**config.mk**
```make
export PLATFORM = sky130hd
export DESIGN_NAME = bit_serial_alu_ctrl
export DESIGN_NICKNAME = d
export VERILOG_FILES = /design/src/rtl/alu_pkg.sv /design/src/rtl/alu_slice.sv /design/src/rtl/bit_serial_alu_ctrl.sv
export SDC_FILE = /design/constraint.sdc
export NUM_CORES = 1
export LEC_CHECK = 0
export CORE_MARGIN = 1.5
export CORE_UTILIZATION = 28
export DETAILED_ROUTE_END_ITERATION = 8
export HOLD_SLACK_MARGIN = 0.15
export PLACE_DENSITY = 0.6
export RECOVER_POWER = 50
export SYNTH_ARGS = -nofsm -noshare
export SYNTH_HDL_FRONTEND = slang
export SYNTH_SLANG_ARGS = --single-unit
```
**constraint.sdc**
```tcl
create_clock -name clk -period 3.1 [get_ports clk]
set_input_delay 0.93 -clock clk [delete_from_list [all_inputs] [get_ports clk]]
set_output_delay 0.93 -clock clk [all_outputs]
set_load 0.05 [all_outputs]
```
**src/rtl/alu_pkg.sv**
```systemverilog
// alu_pkg: shared op encodings, FSM state encoding and default width for the bit-serial ALU
package alu_pkg;
  localparam int DEFAULT_WIDTH = 8;
  typedef enum logic [1:0] {OP_AND = 2'b00, OP_OR = 2'b01, OP_ADD = 2'b10, OP_SUB = 2'b11} op_t;
  typedef enum logic [1:0] {S_IDLE = 2'b00, S_RUN = 2'b01, S_DONE = 2'b10} state_t;
endpackage

```
**src/rtl/alu_slice.sv**
```systemverilog
// alu_slice: combinational 1-bit ALU slice (op, a, b, cin -> s, cout)
module alu_slice
  import alu_pkg::*;
(
  input  op_t  op,
  input  logic a,
  input  logic b,
  input  logic cin,
  output logic s,
  output logic cout
);
  logic bx;
  assign bx = b ^ (op == OP_SUB);
  assign s = op == OP_AND ? a & b : op == OP_OR ? a | b : a ^ bx ^ cin;
  assign cout = (a & bx) | (a & cin) | (bx & cin);
endmodule

```
**src/rtl/bit_serial_alu_ctrl.sv**
```systemverilog
// bit_serial_alu_ctrl: sequences one alu_slice over WIDTH cycles, LSB first.
// Ports: clk, rst (sync, active high), start/op/a/b request an operation;
// busy while bits are processed, done one-cycle pulse, result and c_out held until next start.
module bit_serial_alu_ctrl
  import alu_pkg::*;
#(
  parameter int WIDTH = DEFAULT_WIDTH
) (
  input  logic             clk,
  input  logic             rst,
  input  logic             start,
  input  logic [1:0]       op,
  input  logic [WIDTH-1:0] a,
  input  logic [WIDTH-1:0] b,
  output logic             busy,
  output logic             done,
  output logic [WIDTH-1:0] result,
  output logic             c_out
);
  localparam int CW = $clog2(WIDTH + 1);
  localparam logic [CW-1:0] LAST = CW'(WIDTH - 1);
  state_t state;
  op_t op_q;
  logic [WIDTH-1:0] a_q, b_q;
  logic [CW-1:0] cnt;
  logic carry, s, co;
  // operands shift right each bit so the slice always sees bit 0
  alu_slice u_slice (.op(op_q), .a(a_q[0]), .b(b_q[0]), .cin(carry), .s(s), .cout(co));
  always_ff @(posedge clk) begin
    if (rst) begin
      state  <= S_IDLE;
      busy   <= 1'b0;
      done   <= 1'b0;
      result <= '0;
      c_out  <= 1'b0;
      carry  <= 1'b0;
      cnt    <= '0;
      a_q    <= '0;
      b_q    <= '0;
      op_q   <= OP_AND;
    end else begin
      case (state)
        S_IDLE: if (start) begin
          a_q   <= a;
          b_q   <= b;
          op_q  <= op_t'(op);
          cnt   <= '0;
          carry <= op_t'(op) == OP_SUB;
          busy  <= 1'b1;
          state <= S_RUN;
        end
        S_RUN: begin
          a_q    <= a_q >> 1;
          b_q    <= b_q >> 1;
          result <= {s, result[WIDTH-1:1]};
          carry  <= co;
          cnt    <= cnt + CW'(1);
          if (cnt == LAST) begin
            state <= S_DONE;
            busy  <= 1'b0;
            done  <= 1'b1;
            c_out <= (op_q == OP_ADD || op_q == OP_SUB) && co;
          end
        end
        S_DONE: begin
          done  <= 1'b0;
          state <= S_IDLE;
        end
        default: state <= S_IDLE;
      endcase
    end
  end
endmodule

```
==> results_dict.tcl, run 1 <==
set metrics [dict create \
    cts_buffers 5 \
    worst-setup-path-type "input port to flop" \
    path_depth 4 \
    worstHoldPathType "flop to flop" \
    cts_root_buffer "clkbuf_8" \
    nets 232 \
    die_w_um 77.35 \
    io_buffers 31 \
    synth_nets 206 \
    post-cts-setup-buffers 0 \
    synth_area_leaders "dfxtp_1, a21oi_1, nand2_1" \
    cts_buffer_depth 2 \
    dp_hpwl_mm 2.242 \
    syn-instance-count 183 \
    synth-seq-cells 36 \
    worstMarginPinSlew_ps 915.8 \
    drtIter0Drc 76 \
    final_cells 280 \
    cp.buffers_inverters 1 \
    htree_levels 2 \
    setup_viol 0 \
    fin_crit_ps 2399 \
    clk_pin_slew_ps 80 \
    wl_mm 3.425 \
    fin_skew_ps 10.47 \
    fp.dieArea_um2 5982 \
    min_period_over_period_pct 77.39 \
    start_util_pct 29.74 \
    sw_frac_of_total_pct 25.28 \
    max-vdd-ir-drop_uv 255.5 \
    drc 0 \
    ios 32 \
    setup_tns_ps 0 \
    seq_area_frac_synth_pct 46.56 \
    antennaDiodeCount 0 \
    area_growth_pct 27.89 \
    worst_path_max_delay_cell "nor3b_1" \
    ys_types 34 \
    synth.avg_cell_area_um2 8.458 \
    clk_latency_ps 280 \
    core.rowCount 26 \
    p_leak_nw 0.7304 \
    netlist.area_leader.share_pct 46.56 \
    syn_area_um2 1548 \
    pwr-share-seq_pct 48.0 \
    critPathMaxFanout 5 \
    fill_cells 553 \
    route.vias.total 1297 \
    yosys.area.top_type "dfxtp_1" \
    rr_startpoint "state[0]" \
    grt_pass1_vias 1258 \
    crit_path_cell_trace "dlygate4sd3_1 -> nor3b_1 -> mux2i_1 -> nor2_1" \
    rsz0062_at_grt "no" \
    grt_max_degree 37 \
    reg2regPathDepth 3 \
    overflow 0 \
    status "complete, no violations" \
    cts_tree "done" \
    cpPeakStageDelay_ps 670 \
    place_congestion 0.7386 \
    cp.required_ps 3260 \
    dr.max_layer_used "met4" \
    power.density_nw_per_um2 535.6 \
    drive_gt1_share_pct 6.190 \
    worst_ep_arrival_time_ps 2560 \
    die_h_um 77.35 \
    cpLargestDelayFamily "simple AND/OR/NAND/NOR gates" \
    p_sw_w 0.0002680 \
    fin_util_pct 38.03 \
    dr.pass1.iters 4 \
    p_total_w 0.001060 \
    gr-usage-all-layers_pct 12.12 \
    maxCapViolations 0 \
    combPwrFrac_pct 13.7 \
    p_clk_share_pct 38.3 \
    routed_via_density 4.632 \
    p_int_w 0.0007922 \
    hold_buffers 0 \
    maxSlewViolCount 0 \
    reg2reg_to "cnt[3]" \
    multi_input_area_um2 723.2 \
    wl_met2_mm 1.633 \
    cp-start-kind "input port" \
    seq_area_um2 720.7 \
    wl_met1_mm 1.622 \
    ant_nets 0 \
    wire_per_inst_um 12.23 \
    max_clock_freq_mhz 416.8 \
    startpoint "start" \
    crit_path_end_kind "flop" \
    hold_violations 0 \
    place_inst 272 \
    cts_resized 0 \
    grt_pass1_wl_mm 5.858 \
    cp-endpoint "op_q[0]" \
    core_um2 5205 \
    relSlewSlack_pct 38.94 \
    clock_sinks 36 \
    wl_met3_um 146 \
    hold_depth 2 \
    reg2reg_slack_ps 1260 \
    antenna_found_initial 0 \
    ys.warnings.count 0 \
]
## stage by stage
stage | worst slack, ps | instance area [um^2] | hold slack (ps)
after floorplan | 1455 | 1548 | 455.2
after global placement | 785.4 | 1873 | 446.6
after detailed placement | 725.1 | 1873 | 450.4
after CTS | 708.2 | 1984 | 464.3
after global routing | 602.5 | 1979 | 501.1
final | 701.0 | 1979 | 459.8
## how the worst min path moves through the flow
stage	end	start	slack (ps)
after floorplan	a_q[2]	a_q[3]	460
after global placement	result[0]	result[0]	450
after detailed placement	result[0]	result[0]	450
after CTS	result[0]	result[0]	460
after global routing	result[2]	result[2]	500
final	result[0]	result[0]	460
## layout make-up
type	instances	share of cell area, %
clock buffer	5	3.477
clock inverter	3	2.149
multi-input combinational	130	36.54
timing repair buffer	33	16.43
tap	70	4.425
sequential	36	36.41
inverter	3	0.5689
## cells in the mapped netlist
| cell type | instances |
|---|---|
| nor3b_2 | 1 |
| or3_1 | 1 |
| nand2b_1 | 2 |
| mux2i_1 | 2 |
| nand4b_1 | 1 |
| ha_1 | 1 |
| and2b_1 | 1 |
| or3b_2 | 1 |
| nand3b_1 | 1 |
| a31oi_1 | 1 |
| buf_6 | 2 |
| clkbuf_1 | 4 |
| o211a_1 | 1 |
| buf_2 | 4 |
| nand2_1 | 34 |
| buf_4 | 4 |
| nand3_1 | 3 |
| o21ba_2 | 1 |
| dfxtp_1 | 36 |
| nor3_1 | 2 |
| fa_1 | 1 |
| a22oi_1 | 2 |
| inv_1 | 3 |
| a211oi_1 | 13 |
| o21bai_4 | 1 |
| a311oi_1 | 1 |
| xor2_1 | 1 |
| a221oi_1 | 2 |
| nor2_1 | 22 |
| a21oi_1 | 27 |
| and3b_1 | 1 |
| o311a_1 | 1 |
| a21bo_2 | 1 |
| o21ai_0 | 4 |
## tightest hold or removal path, delay by kind of cell, from the launching register on
kind	cells	cell delay, ps
flip-flops	1	310
AND/OR/NAND/NOR	1	50
AO/OA/AOI/OAI	1	50
## state kept, by name, summed over array words and instances, names as in the netlist
register,count
carry,1
state,2
done,1
result,8
cnt,4
c_out,1
b_q,8
a_q,8
op_q,2
busy,1
## power by group through the flow
| stage | Clock [W] | Sequential [W] | Combinational [W] |
|---|---|---|---|
| 2_1_floorplan | 0 | 0.000523 | 0.0000989 |
| 3_3_place_gp | 0 | 0.000519 | 0.000149 |
| 3_5_place_dp | 0 | 0.000520 | 0.000148 |
| 4_1_cts | 0.000418 | 0.000509 | 0.000149 |
| 5_1_grt | 0.000439 | 0.000513 | 0.000163 |
| 6_report | 0.000406 | 0.000509 | 0.000145 |
## cell families (layout without fill, tap and decap cells)
kind of cell,count (synthesis),after routing,share of synthesized area [%]
compound gates,55,55,23.20
xor+xnor,1,1,0.5660
fa+ha+maj,2,2,2.102
buf+inv,17,44,6.386
flops,36,36,46.56
mux,2,2,1.294
simple gates,70,70,19.89
## cells in the final DEF, fill, tap and decap left out, types with 2 or more instances in the layout
cell type        netlist  final
nand3_1                3      3
a221oi_1               2      2
dfxtp_1               36     36
nand2b_1               2      2
nand2_1               34     34
nor2_1                22     22
clkdlybuf4s50_1        0     29
nor3_1                 2      2
a21oi_1               27     27
inv_1                  3      3
o21ai_0                4      4
buf_4                  4      2
clkbuf_8               0      5
mux2i_1                2      2
dlygate4sd3_1          0      2
a211oi_1              13     13
a22oi_1                2      2
## metal layers
metal  track usage, %  vias to the layer above
met5                0                        -
met4            3.273                        0
li1                 -                      683
met3            3.412                        2
met2            20.18                       19
met1            15.34                      593
(Power assumes the default switching activity.)
==> inputs of run 2 (changes only) <==
clock period = 2.45 ns   (was 3.1 ns; I/O delays follow)
==> run 2 against run 1 <==
Against the previous run: sequential share of layout area is 0.21 points lower; clock power is 31% higher; count of clock-buffer cells in the layout stayed put; flip-flop and latch count stayed put; via count is 0.77% higher; highest routed layer unchanged.
==> results_dict.tcl, run 2 (synthesis results as in run 1) <==
set metrics [dict create \
    dp_hpwl_mm 2.389 \
    cts_buffer_depth 2 \
    status "complete, no violations" \
    gr-usage-all-layers_pct 12.62 \
    max_clock_freq_mhz 456.9 \
    cp.required_ps 1710 \
    drtIter0Drc 72 \
    fin_crit_ps 2189 \
    hold_violations 0 \
    relSlewSlack_pct 50.57 \
    cpLargestDelayFamily "buffers and inverters" \
    p_clk_share_pct 38.9 \
    dr.pass1.iters 4 \
    fill_cells 571 \
    multi_input_area_um2 715.7 \
    max-vdd-ir-drop_uv 417.1 \
    cp-start-kind "flop" \
    area_growth_pct 28.62 \
    cts_tree "done" \
    p_int_w 0.001011 \
    p_leak_nw 0.7372 \
    antennaDiodeCount 0 \
    drc 0 \
    place_congestion 0.7516 \
    wl_mm 3.482 \
    worstMarginPinSlew_ps 739.9 \
    clk_latency_ps 290 \
    mostFrequentLayoutCells "dfxtp_1, nand2_1, clkdlybuf4s50_1, a21oi_1, nor2_1" \
    hold_buffers 0 \
    cts_root_buffer "clkbuf_8" \
    seq_area_um2 720.7 \
    grt_max_degree 37 \
    worst-setup-path-type "flop to primary output" \
    clock_sinks 36 \
    crit_path_cell_trace "clkdlybuf4s50_1" \
    core_um2 5205 \
    maxCapViolations 0 \
    rsz0062_at_grt "no" \
    worstHoldPathType "flop to flop" \
    die_h_um 77.35 \
    nets 234 \
    pwr-share-seq_pct 47.1 \
    drive_gt1_share_pct 7.547 \
    core.rowCount 26 \
    reg.largest.list "a_q: 8 flops, b_q: 8 flops, result: 8 flops" \
    worst_path_max_delay_cell "clkdlybuf4s50_1" \
    overflow 0 \
    io_buffers 31 \
    setup_viol 0 \
    grt_pass1_wl_mm 5.996 \
    combPwrFrac_pct 13.9 \
    die_w_um 77.35 \
    final_common_cell "dfxtp_1" \
    worst_ep_arrival_time_ps 1450 \
    fin_skew_ps 8.548 \
    cpPeakStageDelay_ps 810 \
    maxSlewViolCount 0 \
    min_period_over_period_pct 89.33 \
    antenna_found_initial 0 \
    cts_resized 0 \
    power.density_nw_per_um2 685.5 \
    ios 32 \
    setup_tns_ps 0 \
    fp.dieArea_um2 5982 \
    route.vias.total 1307 \
    routed_via_density 4.635 \
    crit_path_end_kind "primary output" \
    wire_per_inst_um 12.35 \
    fin_util_pct 38.25 \
    critPathMaxFanout 3 \
    cts_buffers 5 \
    clk_pin_slew_ps 70 \
    start_util_pct 29.74 \
    post-cts-setup-buffers 0 \
    grt_pass1_vias 1322 \
    ant_nets 0 \
    sw_frac_of_total_pct 25.89 \
    p_sw_w 0.0003533 \
    htree_levels 2 \
    cp.buffers_inverters 1 \
]
[run 2: cell types whose count changed in the layout (fill, tap and decap cells not counted), sizes merged]
cell | previous run | this run
buf | 2 | 4
clkinv | 1 | 0
dlygate4sd3 | 2 | 1
clkdlybuf4s50 | 29 | 30
inv | 3 | 4
[run 2: worst min-delay path, stage by stage (launching register included)]
cell,delay (ps)
dfxtp_1,310
nand2_1,50
a21oi_1,50
[run 2: final cells by class]
type,instances,share of cell area (%)
Multi-Input combinational cell,130,35.95
Timing Repair Buffer,35,17.10
Clock inverter,3,2.326
Clock buffer,5,3.457
Sequential cell,36,36.20
Inverter,3,0.5657
Tap cell,70,4.400
[run 2: layer usage]
metal | vias to the layer above | GRT usage, % | share of wire [%]
met3 | 2 | 3.294 | 3.8
met4 | 0 | 5.091 | 0.46
met1 | 597 | 15.99 | 50
met2 | 20 | 20.35 | 46
met5 | - | 0 | 0
li1 | 688 | - | -
[run 2: metrics by stage]
step	setup slack, ps	total power, W	area, um^2	std cells	hold WS [ps]
final	261.4	0.001365	1991	282	465.0
after global routing	172.0	0.001431	1991	282	488.3
after CTS	241.3	0.001387	2003	282	470.7
after detailed placement	285.5	0.0008506	1888	274	456.6
after global placement	337.7	0.0008488	1888	274	447.7
after floorplan	996.5	0.0007864	1548	183	455.2
[run 2: path summary, 6_finish.rpt]
check	start	endpoint	slack (ps)	cells past startpoint
setup / recovery	result[3]	result[3]	260	1
setup reg to reg	op_q[1]	result[7]	790	6
hold reg to reg	result[0]	result[0]	470	2
hold / removal	result[0]	result[0]	470	2
[run 2: power by group through the flow]
stage          logic, W  clock network (W)  registers (W)
4_1_cts        0.000194           0.000549       0.000644
2_1_floorplan  0.000125                  0       0.000661
6_report       0.000190           0.000531       0.000643
3_5_place_dp   0.000193                  0       0.000657
5_1_grt        0.000212           0.000571       0.000648
3_3_place_gp   0.000192                  0       0.000657
==> RTL edit 1: new RTL, flow settings as in run 2 <==
Set the package constant `DEFAULT_WIDTH` to 16 (it was 8).
--- a/src/rtl/alu_pkg.sv
+++ b/src/rtl/alu_pkg.sv
@@ -1,6 +1,6 @@
 // alu_pkg: shared op encodings, FSM state encoding and default width for the bit-serial ALU
 package alu_pkg;
-  localparam int DEFAULT_WIDTH = 8;
+  localparam int DEFAULT_WIDTH = 16;
   typedef enum logic [1:0] {OP_AND = 2'b00, OP_OR = 2'b01, OP_ADD = 2'b10, OP_SUB = 2'b11} op_t;
   typedef enum logic [1:0] {S_IDLE = 2'b00, S_RUN = 2'b01, S_DONE = 2'b10} state_t;
 endpackage
Ports: changed (resized a, b and result); port bits go from 32 to 56. The function was not compared with the original's and may differ.
==> RTL edit 1 against run 2 <==
  * Total power grew 78%
  * Combinational power grew 73%
  * Setup slack lost 0.080 ns
  * First-iteration DRC count grew 39%
  * Cell area grew 80%
  * Hold slack lost 0.0085 ns
  * Register-to-register slack lost 0.34 ns
  * Sequential cell count grew 25
  * Sequential share of layout area shrank 2.1 points
  * Synthesized area grew 79%
  * Critical path depth is the same
  * Clock skew is essentially flat
  * Wire length grew 85%
==> RTL edit 1: results (changes against run 2) <==
{| class="wikitable"
! Metric !! Value
|-
| Pin slew with the least headroom to its limit || 0.801 ns (+0.0611 ns)
|-
| DR iter-0 viols || 100 (+39%)
|-
| Clk_lat worst skew || 0.33 ns (+0.04 ns)
|-
| Post-synthesis share of cell area spent on xor and xnor gates || 0.316% (-0.25 points)
|-
| Ratio of cells with drive above 1 in the final layout || 10.8% (+3.3 points)
|-
| Met3 Resource Use GR || 4.20% (+0.91 points)
|-
| Total nets after synthesis || 356 (+73%)
|-
| Depth of the worst register-to-register path || 4 (-2)
|-
| Biggest regs || a_q x16, b_q x16, result x16
|-
| Area fraction in compound gates after synthesis || 27.1% (+3.9 points)
|-
| Result of the run || finished clean
|-
| Met1 Usage GRT || 17.6% (+1.6 points)
|-
| Worst setup skew after layout || 0.00837 ns (-0.000179 ns)
|-
| Multiplexer share of the synthesized area || 1.08% (-0.21 points)
|-
| Maximum ir drop on the vdd rail || 0.295 mV (-29%)
|-
| CP Data Arrival Time || 1.53 ns (+0.08 ns)
|-
| Combined global-route utilization of all metal layers || 13.4% (+0.80 points)
|-
| Pleak || 0.00124 uW (+69%)
|-
| Area of placed instances || 3410 um^2 (+81%)
|-
| Register area share after synthesis || 44.0% (-2.6 points)
|-
| Synth cell types || 39 (+15%)
|-
| Net switching fraction of the power || 24.6% (-1.2 points)
|-
| Post-synth top cells || sky130_fd_sc_hd__dfxtp_1 (61), sky130_fd_sc_hd__nor2_1 (49), sky130_fd_sc_hd__nand2_1 (39)
|-
| Number of vias in the routed layout || 2,390 (+83%)
|-
| Half-perimeter wire length of the detailed placement result || 4330 um (+81%)
|-
| Met2 usage in global routing || 21.0% (+0.64 points)
|-
| Via count of the first global-routing pass || 2,285 (+73%)
|-
| Avg WL per Cell || 12.8 um (+3.9%)
|-
| Number of placement rows || 36 (+38%)
|-
| Largest net degree at the start of global routing || 31 (-16%)
|-
| Share of synthesized cell area in full adder, half adder and majority cells || 1.62% (-0.48 points)
|-
| Worst path max stage delay || 0.83 ns (+0.02 ns)
|-
| Nets || 404 (+73%)
|-
| Wire length of the first global-routing pass || 11,000 um (+83%)
|-
| Inserted Clock Buffers || 9 (+4)
|}
-- RTL edit 1: path summary, 6_finish.rpt --
kind,startpoint,end,slack [ns]
worst min-delay path,result[0],result[0],0.46
worst max register to register,state[0],b_q[13],0.45
worst min register to register,result[0],result[0],0.46
worst max-delay path,busy,busy,0.18
-- RTL edit 1: metrics by stage --
| stage | setup slack [ns] | instances |
|---|---|---|
| global placement | 0.323 | 486 |
| CTS | 0.142 | 502 |
| finish | 0.182 | 502 |
| floorplan | 0.891 | 316 |
| detailed placement | 0.265 | 486 |
| global route | 0.116 | 502 |
-- RTL edit 1: cell families after synthesis --
logic type	Yosys count
AOI/OAI and AO/OA	98
adders and majority gates	3
xor gates and xnor gates	1
buffers and inverters	35
muxes	3
and+or+nand+nor	115
DFF	61
-- RTL edit 1: layout make-up --
cell class,count,area [um^2]
clock buffers,12,155
clock inverters,4,70.1
fillers,1002,6100
inverters,6,22.5
multi-input cells,220,1310
flip-flops and latches,61,1220
well taps,133,166
repair buffers,66,638
-- RTL edit 1: metal layers --
layer  share of wire [%]  wire length (um)
met1                  49              3140
met2                  45              2890
met3                 5.2               338
met4                 1.1                74
met5                   0                 0
-- RTL edit 1: power by group through the flow --
stage / clock, uW / combinational, uW / sequential [uW]
floorplan: 0 / 236 / 1110
global placement: 0 / 336 / 1110
detailed placement: 0 / 343 / 1110
CTS: 1050 / 344 / 1090
global route: 1090 / 366 / 1100
finish: 1010 / 328 / 1090
==> RTL edit 2: new RTL, settings of run 2 <==
Without the edit above. Encoding of `state_t`: now one-hot (3 bits for 3 states).
--- a/src/rtl/alu_pkg.sv
+++ b/src/rtl/alu_pkg.sv
@@ -2,6 +2,6 @@
 package alu_pkg;
   localparam int DEFAULT_WIDTH = 8;
   typedef enum logic [1:0] {OP_AND = 2'b00, OP_OR = 2'b01, OP_ADD = 2'b10, OP_SUB = 2'b11} op_t;
-  typedef enum logic [1:0] {S_IDLE = 2'b00, S_RUN = 2'b01, S_DONE = 2'b10} state_t;
+  typedef enum logic [2:0] {S_IDLE = 3'b001, S_RUN = 3'b010, S_DONE = 3'b100} state_t;
 endpackage
 
Check against the original RTL: same outputs for any inputs over 10 cycles, from zero or initial values and one cycle with rst high; not proved beyond that.
==> RTL edit 2 against run 2 <==
  * Cell area is 1.5% lower
  * Largest power group unchanged
  * Wire length is 8.7% lower
  * Highest routed layer unchanged
  * Synthesized area fell by 4.9%
  * Sequential cell count increased by 1
  * Setup slack worse by 0.0045 ns
  * Hold slack lost 0.0064 ns
  * First-iteration DRC count grew 38%
  * Critical path depth is the same
  * Total power shrank 0.81%
==> RTL edit 2: results (changes against run 2) <==
{| class="wikitable"
! Metric !! Value
|-
| Result of the run || finished clean
|-
| Top cells by area, synth || sky130_fd_sc_hd__dfxtp_1 (50%), sky130_fd_sc_hd__nor3_1 (8.2%), sky130_fd_sc_hd__a21oi_1 (7.1%)
|-
| Avg WL per Cell || 11.7 um (-5.0%)
|-
| Worst setup skew after layout || 0.00701 ns (-0.00153 ns)
|-
| Clk buf depth || 2 (unchanged)
|-
| Family with the most delay on the worst path || buffers and inverters
|-
| Antenna violations before repair || 0 (unchanged)
|-
| Number of setup buffers added after CTS || 0 (unchanged)
|-
| Total wire length || 3180 um (-8.7%)
|-
| Combined global-route utilization of all metal layers || 12.3% (-0.31 points)
|-
| Maximum ir drop on the vdd rail || 0.276 mV (-34%)
|-
| Clk_lat worst skew || 0.29 ns (about the same)
|-
| Synthesized instance count || 173 (-5.5%)
|-
| Ratio of cells with drive above 1 in the final layout || 6.97% (-0.58 points)
|-
| Pleak || 0.000654 uW (-11%)
|-
| Root buffer cell || sky130_fd_sc_hd__clkbuf_8
|-
| Largest net degree at the start of global routing || 38 (+2.7%)
|-
| Nets || 223 (-4.7%)
|-
| Crit-path slowest cell || sky130_fd_sc_hd__clkdlybuf4s50_1
|-
| CP Data Arrival Time || around 1.5 ns
|-
| Max transition margin || 51.3% (+0.71 points)
|-
| Placement-stage worst setup slack || 0.347 ns (+0.0613 ns)
|-
| Maximum level of the CTS H-tree || 2 (unchanged)
|-
| Via count of the first global-routing pass || 1,156 (-13%)
|-
| Maximum fanout along the worst path || 3 (unchanged)
|-
| Fill cells || 524 (-8.2%)
|-
| Initial DRT Pass Iterations || 4 (unchanged)
|-
| Async S/R FF share, synth || 0% (unchanged)
|-
| Biggest regs || a_q x8, b_q x8, result x8
|-
| RePlAce Congestion || 0.701 (-6.8%)
|-
| Worst path max stage delay || 0.81 ns (about the same)
|-
| Synth cell types || 31 (-8.8%)
|-
| Type of the tightest min-delay check || register to register
|-
| Diode insertion count for antenna repair || 0 (unchanged)
|-
| Register area share after synthesis || 50.3% (+3.7 points)
|-
| Final Critical Period || 2.19 ns (+0.00452 ns)
|-
| Inserted Clock Buffers || 5 (unchanged)
|-
| Switching power of the nets || 314 uW (-11%)
|-
| DR iter-0 viols || 99 (+38%)
|-
| Wire length of the first global-routing pass || 5250 um (-12%)
|-
| Half-perimeter wire length of the detailed placement result || 1970 um (-18%)
|-
| Port-buffer cells || 31 (unchanged)
|-
| Reg clk slew, reported paths || 0.08 ns
|-
| Total nets after synthesis || 196 (-4.9%)
|-
| Instance count after placement with tap cells included || 263 (-4.0%)
|-
| Number of vias in the routed layout || 1,329 (+1.7%)
|-
| Post-synth top cells || sky130_fd_sc_hd__dfxtp_1 (37), sky130_fd_sc_hd__nand2_1 (25), sky130_fd_sc_hd__nor3_1 (24)
|-
| Resized Gates After CTS || 0 (unchanged)
|}
[RTL edit 2: cell count changes in the layout (fill, tap and decap cells not counted), sizes merged, moves of 6 or more]
cell	change
a211oi	-13
a21oi	-6
nand2	-9
nor2	-18
nor3	+22
o22ai	+12
[RTL edit 2: kinds of logic after synthesis]
| logic type | count (synthesis) | share of synthesized area, % |
|---|---|---|
| buffers and inverters | 17 | 4.42 |
| adders and majority gates | 2 | 2.21 |
| xor gates and xnor gates | 1 | 0.595 |
| DFF | 37 | 50.3 |
| and+or+nand+nor | 72 | 24.7 |
| AOI/OAI and AO/OA | 44 | 17.8 |
[RTL edit 2: stage by stage]
step           hold WS (ns)  utilization, %  instance area (um^2)
6_report              0.459            38.6                  1960
5_1_grt               0.485            38.6                  1960
4_1_cts               0.464            38.7                  1960
3_5_place_dp          0.452            36.3                  1840
3_3_place_gp          0.443            36.3                  1840
2_1_floorplan         0.445               -                  1470
[RTL edit 2: layer usage]
layer	routed length [um]	global-route usage [%]
met3	232	5.03
met5	0	0
met1	1470	15.6
met4	27	3.57
met2	1450	19.3
[RTL edit 2: power groups by stage]
stage	registers, uW	clock network [uW]	logic (uW)
floorplan	669	0	93.4
global placement	667	0	153
detailed placement	668	0	154
CTS	654	570	154
global route	659	603	168
finish	654	548	152
[RTL edit 2: final cells by class]
| type | count | share of cell area, % |
|---|---|---|
| clock buffer | 6 | 4.21 |
| clock inverter | 2 | 1.91 |
| inverter | 2 | 0.383 |
| multi-input combinational | 119 | 34.0 |
| sequential | 37 | 37.8 |
| tap | 70 | 4.47 |
| timing repair buffer | 35 | 17.2 |
[RTL edit 2: final timing paths]
kind | from | endpoint | slack [ns] | depth (start not counted)
hold / removal | result[0] | result[0] | 0.46 | 2
setup / recovery | result[7] | result[7] | 0.26 | 1
setup reg to reg | op_q[1] | c_out | 0.67 | 5
hold reg to reg | result[0] | result[0] | 0.46 | 2
